$ cat src/rtl/dma_ctrl_pkg.sv
// Shared types and constants for the burst DMA controller.
package dma_ctrl_pkg;

    localparam int MAX_BEATS  = 16;
    localparam int PAGE_BYTES = 4096;

    typedef enum logic [3:0] {
        S_IDLE,
        S_CALC,
        S_RD_REQ,
        S_RD_DATA,
        S_WR_REQ,
        S_WR_DATA,
        S_WR_RESP,
        S_NEXT,
        S_DONE
    } state_t;

endpackage

$ cat src/rtl/dma_beat_fifo.sv
// Synchronous beat buffer between the read and write phases of a burst.
// The head word is presented combinationally on o_rdata.
module dma_beat_fifo #(
    parameter int DEPTH = 16,
    parameter int WIDTH = 32
) (
    input  logic                       ACLK,
    input  logic                       ARESETn,
    input  logic                       i_push,
    input  logic                       i_pop,
    input  logic [WIDTH-1:0]           i_wdata,
    output logic [WIDTH-1:0]           o_rdata,
    output logic                       o_full,
    output logic                       o_empty,
    output logic [$clog2(DEPTH+1)-1:0] o_count
);
    localparam int AW   = (DEPTH > 1) ? $clog2(DEPTH) : 1;
    localparam int CNTW = $clog2(DEPTH + 1);

    logic [WIDTH-1:0] r_mem [DEPTH];
    logic [AW-1:0]    r_wr_ptr;
    logic [AW-1:0]    r_rd_ptr;
    logic [CNTW-1:0]  r_count;
    logic             w_push;
    logic             w_pop;

    assign w_push  = i_push && !o_full;
    assign w_pop   = i_pop && !o_empty;
    assign o_full  = (r_count == CNTW'(DEPTH));
    assign o_empty = (r_count == '0);
    assign o_count = r_count;
    assign o_rdata = r_mem[r_rd_ptr];

    // Storage carries no reset; only the pointers define what is valid.
    always_ff @(posedge ACLK) begin
        if (w_push) begin
            r_mem[r_wr_ptr] <= i_wdata;
        end
    end

    always_ff @(posedge ACLK or negedge ARESETn) begin
        if (!ARESETn) begin
            r_wr_ptr <= '0;
            r_rd_ptr <= '0;
            r_count  <= '0;
        end else begin
            if (w_push) begin
                r_wr_ptr <= (r_wr_ptr == AW'(DEPTH - 1)) ? '0 : r_wr_ptr + 1'b1;
            end
            if (w_pop) begin
                r_rd_ptr <= (r_rd_ptr == AW'(DEPTH - 1)) ? '0 : r_rd_ptr + 1'b1;
            end
            r_count <= r_count + CNTW'(w_push) - CNTW'(w_pop);
        end
    end

endmodule

$ cat src/rtl/dma_burst_ctrl.sv
// Word-copy DMA: splits a job into bursts that never cross a 4 KB page,
// reads each burst into the beat buffer, then writes it out in order.
module dma_burst_ctrl #(
    parameter int FIFO_DEPTH = 16,
    parameter int MAX_BEATS  = dma_ctrl_pkg::MAX_BEATS
) (
    input  logic        ACLK,
    input  logic        ARESETn,
    input  logic        start,
    input  logic [31:0] src_addr,
    input  logic [31:0] dst_addr,
    input  logic [31:0] len_words,
    output logic        busy,
    output logic        done,
    output logic [3:0]  burst_len,
    output logic        AR_valid,
    output logic [31:0] read_addr,
    input  logic        read_data_valid,
    input  logic [31:0] read_data,
    output logic        AW_valid,
    output logic [31:0] write_addr,
    output logic        W_valid,
    output logic [31:0] write_data,
    output logic        W_last,
    input  logic        master_W_done,
    input  logic        master_B_done,
    output logic [3:0]  o_dbg_state
);
    import dma_ctrl_pkg::*;

    localparam int CW  = $clog2(MAX_BEATS + 1);
    localparam int FCW = $clog2(FIFO_DEPTH + 1);

    state_t         r_state;
    state_t         w_next_state;
    logic [31:0]    r_src;
    logic [31:0]    r_dst;
    logic [31:0]    r_remaining;
    logic [CW-1:0]  r_beats;
    logic [CW-1:0]  r_rd_cnt;
    logic [CW-1:0]  r_wr_cnt;
    logic [3:0]     r_burst_len;
    logic [CW-1:0]  w_beats;
    logic [31:0]    w_src_room;
    logic [31:0]    w_dst_room;
    logic           w_push;
    logic           w_pop;
    logic           w_full;
    logic           w_empty;
    logic [FCW-1:0] w_count;
    logic           w_rd_last;
    logic           w_wr_last;

    // AR_valid/AW_valid are one-cycle strobes with no ready; a write beat
    // transfers on any cycle where W_valid and master_W_done are both high,
    // and W_valid never drops while the buffer still holds data.
    assign w_push    = (r_state == S_RD_DATA) && read_data_valid && !w_full;
    assign w_pop     = (r_state == S_WR_DATA) && master_W_done && !w_empty;
    assign w_rd_last = (r_rd_cnt == r_beats - CW'(1));
    assign w_wr_last = (r_wr_cnt == r_beats - CW'(1));

    // Burst size: the smallest of words left, the burst cap and the words
    // remaining before either address reaches its next 4 KB page.
    always_comb begin
        w_src_room = (32'(PAGE_BYTES) - {20'd0, r_src[11:0]}) >> 2;
        w_dst_room = (32'(PAGE_BYTES) - {20'd0, r_dst[11:0]}) >> 2;
        w_beats    = (r_remaining > 32'(MAX_BEATS)) ? CW'(MAX_BEATS) : r_remaining[CW-1:0];
        if (w_src_room < 32'(w_beats)) begin
            w_beats = w_src_room[CW-1:0];
        end
        if (w_dst_room < 32'(w_beats)) begin
            w_beats = w_dst_room[CW-1:0];
        end
    end

    always_ff @(posedge ACLK or negedge ARESETn) begin
        if (!ARESETn) begin
            r_state <= S_IDLE;
        end else begin
            r_state <= w_next_state;
        end
    end

    always_comb begin
        w_next_state = r_state;
        case (r_state)
            S_IDLE:    if (start) w_next_state = S_CALC;
            S_CALC:    w_next_state = (r_remaining == '0) ? S_DONE : S_RD_REQ;
            S_RD_REQ:  w_next_state = S_RD_DATA;
            S_RD_DATA: if (w_push && w_rd_last) w_next_state = S_WR_REQ;
            S_WR_REQ:  w_next_state = S_WR_DATA;
            S_WR_DATA: if (w_pop && w_wr_last) w_next_state = S_WR_RESP;
            S_WR_RESP: if (master_B_done) w_next_state = S_NEXT;
            S_NEXT:    w_next_state = S_CALC;
            S_DONE:    w_next_state = S_IDLE;
            default:   w_next_state = S_IDLE;
        endcase
    end

    always_comb begin
        busy     = (r_state != S_IDLE);
        done     = (r_state == S_DONE);
        AR_valid = (r_state == S_RD_REQ);
        AW_valid = (r_state == S_WR_REQ);
        W_valid  = (r_state == S_WR_DATA) && (w_count != '0);
        W_last   = W_valid && w_wr_last;
    end

    assign read_addr   = r_src;
    assign write_addr  = r_dst;
    assign burst_len   = r_burst_len;
    assign o_dbg_state = r_state;

    // Addresses and length only move in IDLE, CALC and NEXT, so they hold
    // steady for the whole read/write/response span of a burst.
    always_ff @(posedge ACLK or negedge ARESETn) begin
        if (!ARESETn) begin
            r_src       <= '0;
            r_dst       <= '0;
            r_remaining <= '0;
            r_beats     <= '0;
            r_burst_len <= '0;
            r_rd_cnt    <= '0;
            r_wr_cnt    <= '0;
        end else begin
            case (r_state)
                S_IDLE: begin
                    if (start) begin
                        r_src       <= src_addr & ~32'h3;
                        r_dst       <= dst_addr & ~32'h3;
                        r_remaining <= len_words;
                    end
                end
                S_CALC: begin
                    r_rd_cnt <= '0;
                    r_wr_cnt <= '0;
                    if (r_remaining != '0) begin
                        r_beats     <= w_beats;
                        r_burst_len <= 4'(w_beats - CW'(1));
                    end
                end
                S_RD_DATA: begin
                    if (w_push) r_rd_cnt <= r_rd_cnt + CW'(1);
                end
                S_WR_DATA: begin
                    if (w_pop) r_wr_cnt <= r_wr_cnt + CW'(1);
                end
                S_NEXT: begin
                    r_src       <= r_src + 32'({r_beats, 2'b00});
                    r_dst       <= r_dst + 32'({r_beats, 2'b00});
                    r_remaining <= r_remaining - 32'(r_beats);
                end
                default: ;
            endcase
        end
    end

    dma_beat_fifo #(
        .DEPTH (FIFO_DEPTH),
        .WIDTH (32)
    ) u_beat_fifo (
        .ACLK    (ACLK),
        .ARESETn (ARESETn),
        .i_push  (w_push),
        .i_pop   (w_pop),
        .i_wdata (read_data),
        .o_rdata (write_data),
        .o_full  (w_full),
        .o_empty (w_empty),
        .o_count (w_count)
    );

endmodule
$ cat config.mk
export PLATFORM = sky130hd
export DESIGN_NAME = dma_burst_ctrl
export DESIGN_NICKNAME = d
export VERILOG_FILES = /design/src/rtl/dma_ctrl_pkg.sv /design/src/rtl/dma_beat_fifo.sv /design/src/rtl/dma_burst_ctrl.sv
export SDC_FILE = /design/constraint.sdc
export NUM_CORES = 1
export LEC_CHECK = 0
export CAP_MARGIN = 30
export CORE_UTILIZATION = 30
export DETAILED_ROUTE_END_ITERATION = 16
export PLACE_DENSITY_LB_ADDON = 0.25
export SLEW_MARGIN = 20
export SYNTH_ARGS = -nofsm -noshare
export SYNTH_HDL_FRONTEND = slang
export SYNTH_SLANG_ARGS = --single-unit
$ cat constraint.sdc
create_clock -name ACLK -period 11.3 [get_ports ACLK]
set_clock_uncertainty 0.2 [all_clocks]
set_input_delay 1.695 -clock ACLK [delete_from_list [all_inputs] [get_ports ACLK]]
set_output_delay 1.695 -clock ACLK [all_outputs]
set_load 0.02 [all_outputs]
# Yosys cells after proc, flatten, opt, wreduce, memory -nomap -nowiden
# Memories as Yosys holds them, arrays and structs flattened.
# Index checks and enable logic that the tools add are counted.
word_totals:
  reg_bits: 132
  ramBits: 512
  input_bits: 134
  out_inout_bits: 110
  word_cells: 96
  mem_count: 1
memory_table:
  columns: ["memory", "words", "width", "read_ports", "rd_ports_with_merged_regs", "write_ports", "line", "rtl"]
  rows:
  - ["u_beat_fifo.r_mem", 16, 32, 1, 0, 1, "dma_beat_fifo.sv:20", "logic [WIDTH-1:0] r_mem [DEPTH];"]
op_classes:
  n_addsub: 13
  order_cmp: 3
  eq_ne: 19
  muxes: 23
  reduce_logical: 26
op_table:
  columns: ["cell", "count"]
  rows:
  - ["32-bit one-hot mux with 2 select lines", 3]
  - ["32-bit 2-to-1 mux", 3]
  - ["32-bit by 7-bit adder with 32-bit output", 2]
  - ["30-bit by 5-bit less-than comparator with 1-bit output", 2]
  - ["32-bit by 5-bit greater-than comparator with 1-bit output, second input constant", 1]
  - ["32-bit zero test", 1]
  - ["4-bit one-hot mux with 8 select lines", 1]
  - ["32-bit nonzero test", 1]
  - ["32-bit by 5-bit subtractor with 32-bit output", 1]
  - ["4-bit 2-to-1 mux", 7]
  - ["13-bit by 12-bit subtractor with 14-bit output, first input constant", 2]
  - ["5-bit 2-to-1 mux", 5]
  - ["5-bit one-hot mux with 2 select lines", 2]
  - ["4-bit by 3-bit == test with 1-bit output, second input constant", 4]
  - ["4-bit == test, second input constant", 3]
  - ["5-bit by 1-bit adder with 5-bit output, second input constant", 2]
  - ["5-bit == test", 2]
  - ["1-bit logical AND", 10]
  - ["4-bit by 1-bit adder with 4-bit output, second input constant", 2]
  - ["4-bit by 2-bit == test with 1-bit output, second input constant", 2]
  - ["2-bit AND reduction", 4]
  - ["2-bit by 1-bit != test with 1-bit output, second input constant", 3]
  - ["2-bit != test, second input constant", 3]
  - ["2-bit nonzero test", 3]
  - ["13 further kinds", 15]

# Depth between registers and ports, before layout
# Gate-level depths: netlist (run 1).
depth:
  word_depth: 7
  depth_mapped: 23

# Modules after synthesis
# From an unflattened synthesis (run 1), not the netlist that was laid out.
unflattened:
  hier_cells: 1880
  area_unflattened_um2: 28107.0
modules_own_cells:
  columns: ["mod", "n_inst", "cells_each", "area_per_inst_um2", "seq_area_each_um2"]
  rows:
  - ["dma_beat_fifo", 1, 950, 20382.0, 15700.1]
  - ["dma_burst_ctrl", 1, 930, 7724.9, 2877.8]

# Least setup slack after synthesis (run 1)
# Ideal clock, no wire load.
synth_path:
  path_type: "reg-to-reg"
  startpoint: "reg r_remaining[8]"
  endpoint: "reg r_burst_len[2], in the netlist burst_len[2]"
  arrival_time_ns: 5.780
  required_ns: 11.031
  setup_slack_ns: 5.250
  path_stages_with_launch: 24
  path_buffers: 0
  period_less_slack_ns: 6.050
  cell_sequence: "dfrtp_1 > or4_1 > nor3_2 > and3_1 > and2_1 > inv_1 > ha_1 > a21oi_1 > o221ai_1 > or2_2 > a21oi_1 > mux2i_1 > ha_1 > a21o_1 > a211oi_1 > o211ai_1 > or3_1 > a221oi_4 > nor2_4 > mux2i_2 > ha_1 > or3_1 > a21boi_0 > nand3b_1"
synth_between:
  elab_chain_len: 7
  elab_cells_between_ends: 9
  classes_between: "add/sub (1); order compare (3); mux (3); reduce/logical (2)"
synth_lines:
  columns: ["item", "line", "rtl"]
  rows:
  - ["start, declared", "dma_burst_ctrl.sv:38", "logic [31:0] r_remaining;"]
  - ["start signal, assigned", "dma_burst_ctrl.sv:131", "r_remaining <= len_words;"]
  - ["start signal, assigned", "dma_burst_ctrl.sv:151", "r_remaining <= r_remaining - 32'(r_beats);"]
  - ["32-bit by 5-bit greater-than comparator with 1-bit output", "dma_burst_ctrl.sv:67", "w_beats = (r_remaining > 32'(MAX_BEATS)) ? CW'(MAX_BEATS) : r_remaining[CW-1:0];"]
  - ["5-bit 2-to-1 mux", "dma_burst_ctrl.sv:67", null]
  - ["30-bit by 5-bit less-than comparator with 1-bit output", "dma_burst_ctrl.sv:68", "if (w_src_room < 32'(w_beats)) begin"]
  - ["5-bit 2-to-1 mux", "dma_burst_ctrl.sv:68", null]
  - ["30-bit by 5-bit less-than comparator with 1-bit output", "dma_burst_ctrl.sv:71", "if (w_dst_room < 32'(w_beats)) begin"]
  - ["5-bit 2-to-1 mux", "dma_burst_ctrl.sv:71", null]
  - ["4-bit by 1-bit subtractor with 4-bit output", "dma_burst_ctrl.sv:139", "r_burst_len <= 4'(w_beats - CW'(1));"]
  - ["end signal, assigned", "dma_burst_ctrl.sv:139", null]
  - ["end, declared", "dma_burst_ctrl.sv:42", "logic [3:0] r_burst_len;"]
# Parallel ways exist; a longest one is shown, timed or not.
# A chain may end at the register's enable or synchronous reset.

# Final worst setup path (run 1)
# Ends and elaborated chain as after synthesis.

==> impl_metrics.py, run 1 <==
metrics = {
    "critical_path": {
        "critPathSlowestCell": "or4_1",
        "path_max_fanout": 8,
        "critPathArrivalTime_ns": 7.42,
        "worstSetupPathType": "flop to flop",
        "path_cells": "or4_1, nor3_2, and3_1, and2_1, inv_1, ha_1, a21oi_1, o221ai_1, or2_2, a21oi_1, mux2i_1, ha_1, a21o_1, a211oi_1, o211ai_1, or3_1, a221oi_4, nor2_4, mux2i_2, ha_1, or3_1, a21boi_0, nand3b_1",
        "max_stage_delay_ns": 0.65,
        "cp.required_ns": 11.66,
        "critPathMostFrequentCell": "ha_1",
        "setup.worst_path.end_class": "flop",
        "r2r.worst_path.cells": 23,
        "crit_path_start_kind": "flop",
    },
    "placement": {
        "dp_hpwl_um": 44950,
        "portBuffers": 235,
        "place.gp.congestion": 0.8440,
    },
    "yosys": {
        "ys.flop_type": "edfxtp_1",
        "synth.distinct_cells": 73,
        "yosysWarnings": 0,
        "synthCells": 1986,
        "ys_ff_latch": 640,
        "seq_area_frac_synth": 0.6605,
        "synth_edf_count": 512,
        "syn_area_um2": 28130,
        "syn_area_per_cell_um2": 14.16,
        "async_flop_share": 0.2000,
    },
    "route": {
        "finalWirelength_um": 76400,
        "viasPerCell": 5.047,
        "num_vias": 17840,
        "firstDrtPassIters": 5,
        "postRouteAntennaNets": 0,
        "drtIter0Drc": 987,
        "wl_per_cell_um": 21.61,
        "drc": 0,
    },
    "clocking": {
        "cts_made_buffers": 74,
        "cts_buffer_depth": 3,
        "cts_tree": "yes",
        "cts_hold_buf": 0,
        "cts-root-buf": "clkbuf_16",
        "cts_resized": 0,
        "post-cts-setup-buffers": 0,
        "htreeDepth": 3,
        "clock_latency_ns": 0.62,
        "path_clk_slew_ns": 0.06,
        "clock-sinks": 640,
    },
    "layout": {
        "antenna_cells": 0,
        "multiInputGateArea_um2": 9019,
        "areaGrowthSynthToFinish_pct": 23.13,
        "fillers": 8782,
        "final_core_util": 0.3756,
        "nets": 2414,
        "ff_latch_area_um2": 18590,
        "drive_above_1_share": 0.1270,
    },
    "sta": {
        "holdWs_ns": 0.2914,
        "max_freq_mhz": 141.5,
        "setup_viol": 0,
        "relSlewSlack": 0.3542,
        "min_period_over_period": 0.6254,
        "rsz0062_at_grt": "false",
        "timing_max_transition_violations_final": 0,
        "finalCriticalPeriod_ns": 7.067,
        "final_hold_viol_count": 0,
        "tns_ns": 0,
        "worst_slew_pin_slew_ns": 0.9688,
    },
    "outcome": {
        "status": "completed",
    },
    "flow_run": {
        "cap_violations": 0,
    },
    "pwr": {
        "power_leakage_uw": 0.01155,
        "ir_drop_mv": 0.1137,
        "p_seq_frac": 0.413,
        "p_int_uw": 5203,
        "clkPwrFrac": 0.324,
        "comb_power_share": 0.263,
        "netSwitchingFraction": 0.3180,
        "power_density_nw_per_um2": 220.3,
        "p_sw_uw": 2426,
    },
    "floorplan": {
        "core_um2": 92220,
        "fp.dieH_um": 308.2,
        "die_area_um2": 94980,
        "die_w_um": 308.2,
        "ios": 244,
        "initial_core_util": 0.3050,
        "rows": 111,
    },
    "global_route": {
        "use_met1": 0.1874,
        "grt_pass1_vias": 18530,
        "overflow": 0,
        "grt_start_max_net_pins": 74,
        "antenna_found_initial": 10,
        "grt_pass1_wl_um": 113700,
        "met2_usage": 0.2789,
        "met3_usage": 0.04350,
        "gr-usage-all-layers": 0.1592,
        "grt.busiest_layer": "met2",
    },
    "hold_path": {
        "hold_class": "flop to flop",
        "holdPathStages": 1,
    },
}
-- flip-flops by register name (all words and copies together) (netlist names) --
| signal | flops |
|---|---|
| u_beat_fifo.o_count | 5 |
| u_beat_fifo.r_mem | 512 |
| r_remaining | 32 |
| o_dbg_state | 4 |
| r_rd_cnt | 5 |
| r_wr_cnt | 5 |
| burst_len | 4 |
| r_beats | 5 |
| read_addr | 30 |
| u_beat_fifo.r_rd_ptr | 4 |
| write_addr | 30 |
| u_beat_fifo.r_wr_ptr | 4 |
-- cells in the mapped netlist, types with 8 or more instances --
master | n | share of area
a221o_1 | 16 | 0.0057
a211oi_1 | 22 | 0.0059
mux2i_1 | 106 | 0.038
o22ai_1 | 10 | 0.0022
nor4_1 | 21 | 0.0047
nor2_1 | 115 | 0.015
nor3_1 | 46 | 0.0082
dfrtp_1 | 128 | 0.11
mux2_2 | 32 | 0.013
mux4_2 | 64 | 0.051
a21oi_1 | 78 | 0.014
clkbuf_1 | 82 | 0.011
inv_1 | 50 | 0.0067
or4_1 | 8 | 0.0021
a21o_1 | 9 | 0.0024
a22oi_1 | 37 | 0.0099
nand2_1 | 155 | 0.021
xnor2_1 | 24 | 0.0075
buf_1 | 17 | 0.0023
a221oi_1 | 32 | 0.010
edfxtp_1 | 512 | 0.55
nand3_1 | 33 | 0.0059
ha_1 | 42 | 0.019
and3_1 | 21 | 0.0047
xor2_1 | 15 | 0.0047
and2_1 | 33 | 0.0073
a311oi_1 | 11 | 0.0034
nand4_1 | 16 | 0.0036
o21ai_0 | 121 | 0.022
o311ai_0 | 9 | 0.0028
-- worst max-delay path: cells and delay by family, from the launching register on --
| family | cells | cell delay [ns] |
|---|---|---|
| compound gates | 8 | 1.73 |
| fa+ha+maj | 3 | 0.86 |
| buf+inv | 1 | 0.05 |
| flops | 1 | 0.45 |
| mux | 2 | 0.59 |
| simple gates | 9 | 3.12 |
-- final timing paths --
kind | end | from | slack (ns)
worst max-delay path | burst_len[2] | r_remaining[8] | 4.23
worst min-delay path | r_remaining[31] | r_remaining[31] | 0.29
worst max register to register | burst_len[2] | r_remaining[8] | 4.23
worst min register to register | r_remaining[31] | r_remaining[31] | 0.29
max in group asynchronous | write_addr[28] | ARESETn | 9.00
min in group asynchronous | write_addr[10] | ARESETn | 0.87
-- power groups by stage --
stage	combinational, µW	clock, µW	sequential [µW]
4_1_cts	2020	2540	3150
3_3_place_gp	1970	0	3180
3_5_place_dp	2020	0	3190
2_1_floorplan	1190	0	3200
6_report	2010	2470	3150
5_1_grt	2190	2630	3190
-- metrics by stage --
step / power (µW) / worst slack [ns] / cell area (µm²) / std cells
after global routing: 8009 / 3.894 / 34630 / 3535
after CTS: 7715 / 4.322 / 34580 / 3533
after detailed placement: 5205 / 4.365 / 32030 / 3399
after global placement: 5147 / 4.388 / 31940 / 3395
after floorplan: 4386 / 5.250 / 28140 / 1989
final: 7630 / 4.233 / 34630 / 3535
-- kinds of logic after synthesis --
logic type	after synthesis	synth area share
compound gates	401	0.09497
xor+xnor	39	0.01214
fa+ha+maj	46	0.02153
buf+inv	153	0.02095
flops	640	0.6605
mux	203	0.1023
other cells	1	0.0001333
simple gates	503	0.08750
-- metal layers --
| metal | routed length, µm | part of all wire |
|---|---|---|
| met1 | 31190 | 0.41 |
| met2 | 38190 | 0.50 |
| met3 | 4858 | 0.064 |
| met4 | 2036 | 0.027 |
| met5 | 126 | 0.0016 |
-- cell usage in the layout (no fill, tap or decap), types with 37 or more instances in the layout --
master           instances
mux2i_1                106
mux4_2                  64
a21oi_1                 78
a22oi_1                 37
nor2_1                 113
edfxtp_1               512
nor3_1                  46
ha_1                    42
clkbuf_16               75
clkdlybuf4s50_1        234
inv_1                   50
dfrtp_1                125
nand2_1                154
o21ai_0                121
-- area by class of cell --
class | count | share of cell area
flip-flops and latches | 640 | 0.5367
multi-input cells | 1196 | 0.2604
repair buffers | 272 | 0.07901
clock buffers | 90 | 0.05639
well taps | 1243 | 0.04491
clock inverters | 44 | 0.01712
inverters | 50 | 0.005419
Power figures use the tool's default switching activity.
==> run 2: changes to the inputs <==
- clock period: 11.3 -> 6.9 ns (I/O delays scaled with it)
==> impl_metrics.py, run 2 (synthesis results as in run 1) <==
metrics = {
    "sta": {
        "rsz0062_at_grt": "false",
        "setup_viol": 0,
        "min_period_over_period": 0.9351,
        "finalCriticalPeriod_ns": 6.452,
        "worst_slew_pin_slew_ns": 0.9547,
        "setup_ws_ns": 0.4477,
        "tns_ns": 0,
        "timing_max_transition_violations_final": 0,
        "relSlewSlack": 0.3635,
        "final_hold_viol_count": 0,
        "max_freq_mhz": 155.0,
    },
    "layout": {
        "fillers": 8679,
        "final_core_util": 0.3755,
        "final_common_cell": "edfxtp_1",
        "mostFrequentLayoutCells": "edfxtp_1 (512), clkdlybuf4s50_1 (234), nand2_1 (155), dfrtp_1 (125), o21ai_0 (121)",
        "areaGrowthSynthToFinish_pct": 23.11,
        "largest_register": "u_beat_fifo.r_mem",
        "drive_above_1_share": 0.1282,
        "largestRegisters": "u_beat_fifo.r_mem (512), r_remaining (32)",
        "final_cell_area_um2": 34630,
        "nets": 2417,
        "largest_reg_flops": 512,
    },
    "critical_path": {
        "path_max_fanout": 8,
        "cp.required_ns": 7.26,
        "critPathArrivalTime_ns": 6.82,
        "reg2reg_from": "r_remaining[25]",
        "crit_path_start_kind": "flop",
        "timing.rr.end": "burst_len[2]",
        "startpoint": "r_remaining[25]",
        "endpoint": "burst_len[2]",
        "rrSetupSlack_ns": 0.45,
        "r2r.worst_path.cells": 23,
        "setup.worst_path.end_class": "flop",
        "worstSetupPathType": "flop to flop",
    },
    "clocking": {
        "clock_latency_ns": 0.63,
        "path_clk_slew_ns": 0.06,
        "htreeDepth": 3,
        "cts_buffer_depth": 3,
        "cts_made_buffers": 75,
        "cts_tree": "yes",
        "clock-sinks": 640,
        "cts-root-buf": "clkbuf_16",
    },
    "floorplan": {
        "rows": 111,
        "fp.dieH_um": 308.2,
        "die_area_um2": 94980,
        "die_w_um": 308.2,
        "initial_core_util": 0.3050,
        "core_um2": 92220,
        "ios": 244,
    },
    "global_route": {
        "met3_usage": 0.04446,
        "met2_usage": 0.2811,
        "grt_start_max_net_pins": 73,
        "grt_pass1_wl_um": 117100,
        "use_met1": 0.1995,
        "grt.busiest_layer": "met2",
        "overflow": 0,
        "grt_pass1_vias": 18890,
        "antenna_found_initial": 11,
        "gr-usage-all-layers": 0.1643,
    },
    "placement": {
        "dpl_worst_slack_ns": 0.2808,
        "placed_cell_area_um2": 32070,
        "portBuffers": 235,
        "dp_hpwl_um": 45490,
        "place.gp.congestion": 0.8815,
    },
    "route": {
        "wl_per_cell_um": 22.05,
        "drc": 0,
        "num_vias": 17910,
        "firstDrtPassIters": 5,
        "finalWirelength_um": 78040,
        "drtIter0Drc": 1091,
        "viasPerCell": 5.062,
        "postRouteAntennaNets": 0,
    },
    "hold_path": {
        "hold_class": "primary input to async pin",
    },
    "pwr": {
        "ir_drop_mv": 0.1935,
        "power_leakage_uw": 0.01152,
        "power_density_nw_per_um2": 360.9,
    },
    "flow_run": {
        "cap_violations": 0,
    },
    "outcome": {
        "status": "completed",
    },
}
[run 2: cell type report]
type,count,area (µm²),area share
inverter,50,187.7,0.005420
antenna,2,5.005,0.0001445
timing repair buffer,274,2714,0.07837
clock inverter,43,585.6,0.01691
multi-input combinational,1196,9045,0.2612
sequential,640,18590,0.5368
tap,1243,1555,0.04491
clock buffer,91,1947,0.05622
[run 2: how the worst min path moves through the flow]
stage / from / to / cells after the start
after floorplan: r_remaining[31] / r_remaining[31] / 1
after global placement: r_remaining[31] / r_remaining[31] / 1
after detailed placement: r_remaining[19] / r_remaining[19] / 1
after CTS: ARESETn / write_addr[7] / 1
after global routing: ARESETn / write_addr[5] / 1
final: ARESETn / write_addr[5] / 1
[run 2: power by group]
| group | internal (µW) | switching (µW) | leakage, µW | total [µW] |
|---|---|---|---|---|
| combinational | 1480 | 1820 | 0.00418 | 3300 |
| clock | 2350 | 1670 | 0.00121 | 4030 |
| sequential | 4610 | 566 | 0.00614 | 5170 |
| total | 8440 | 4060 | 0.0115 | 12500 |
[run 2: worst max-delay path, stage by stage (launching register included)]
cell	delay (ns)
dfrtp_1	0.42
nor4_1	0.45
and4_1	0.45
and3_1	0.30
and2_1	0.20
inv_1	0.06
ha_1	0.29
a21oi_1	0.17
o221ai_1	0.15
or2_2	0.34
a21oi_2	0.18
mux2i_2	0.31
ha_1	0.30
a21o_1	0.19
a211oi_1	0.25
o211ai_1	0.15
or3_1	0.38
a221oi_4	0.33
nor2_4	0.11
mux2i_2	0.19
ha_1	0.26
or3_1	0.38
a21boi_0	0.18
nand3b_1	0.14
[run 2: routing by layer]
metal | up-vias | wire length [µm]
li1 | 8221 | -
met1 | 9040 | 32760
met2 | 497 | 37910
met3 | 138 | 5074
met4 | 18 | 2188
met5 | - | 115
[run 2: repair_timing]
action / CTS / global route
buffers inserted: 0 / 0
setup endpoints to repair: 0 / 1
gates resized for setup: 0 / 5
hold buffers: 0 / 0
[run 2: stage by stage]
step | cells | hold WS (ns) | total power, µW
finish | 3539 | 0.1588 | 12500
global route | 3537 | 0.1792 | 13140
CTS | 3537 | 0.1687 | 12640
detailed placement | 3403 | 0.2908 | 8556
global placement | 3400 | 0.2802 | 8473
floorplan | 1989 | 0.2490 | 7183
==> run 3: changes to the inputs <==
- TNS_END_PERCENT: not set -> 50
==> results of run 3 <==
The final DEF is identical to that of run 2; final timing and power are the same.
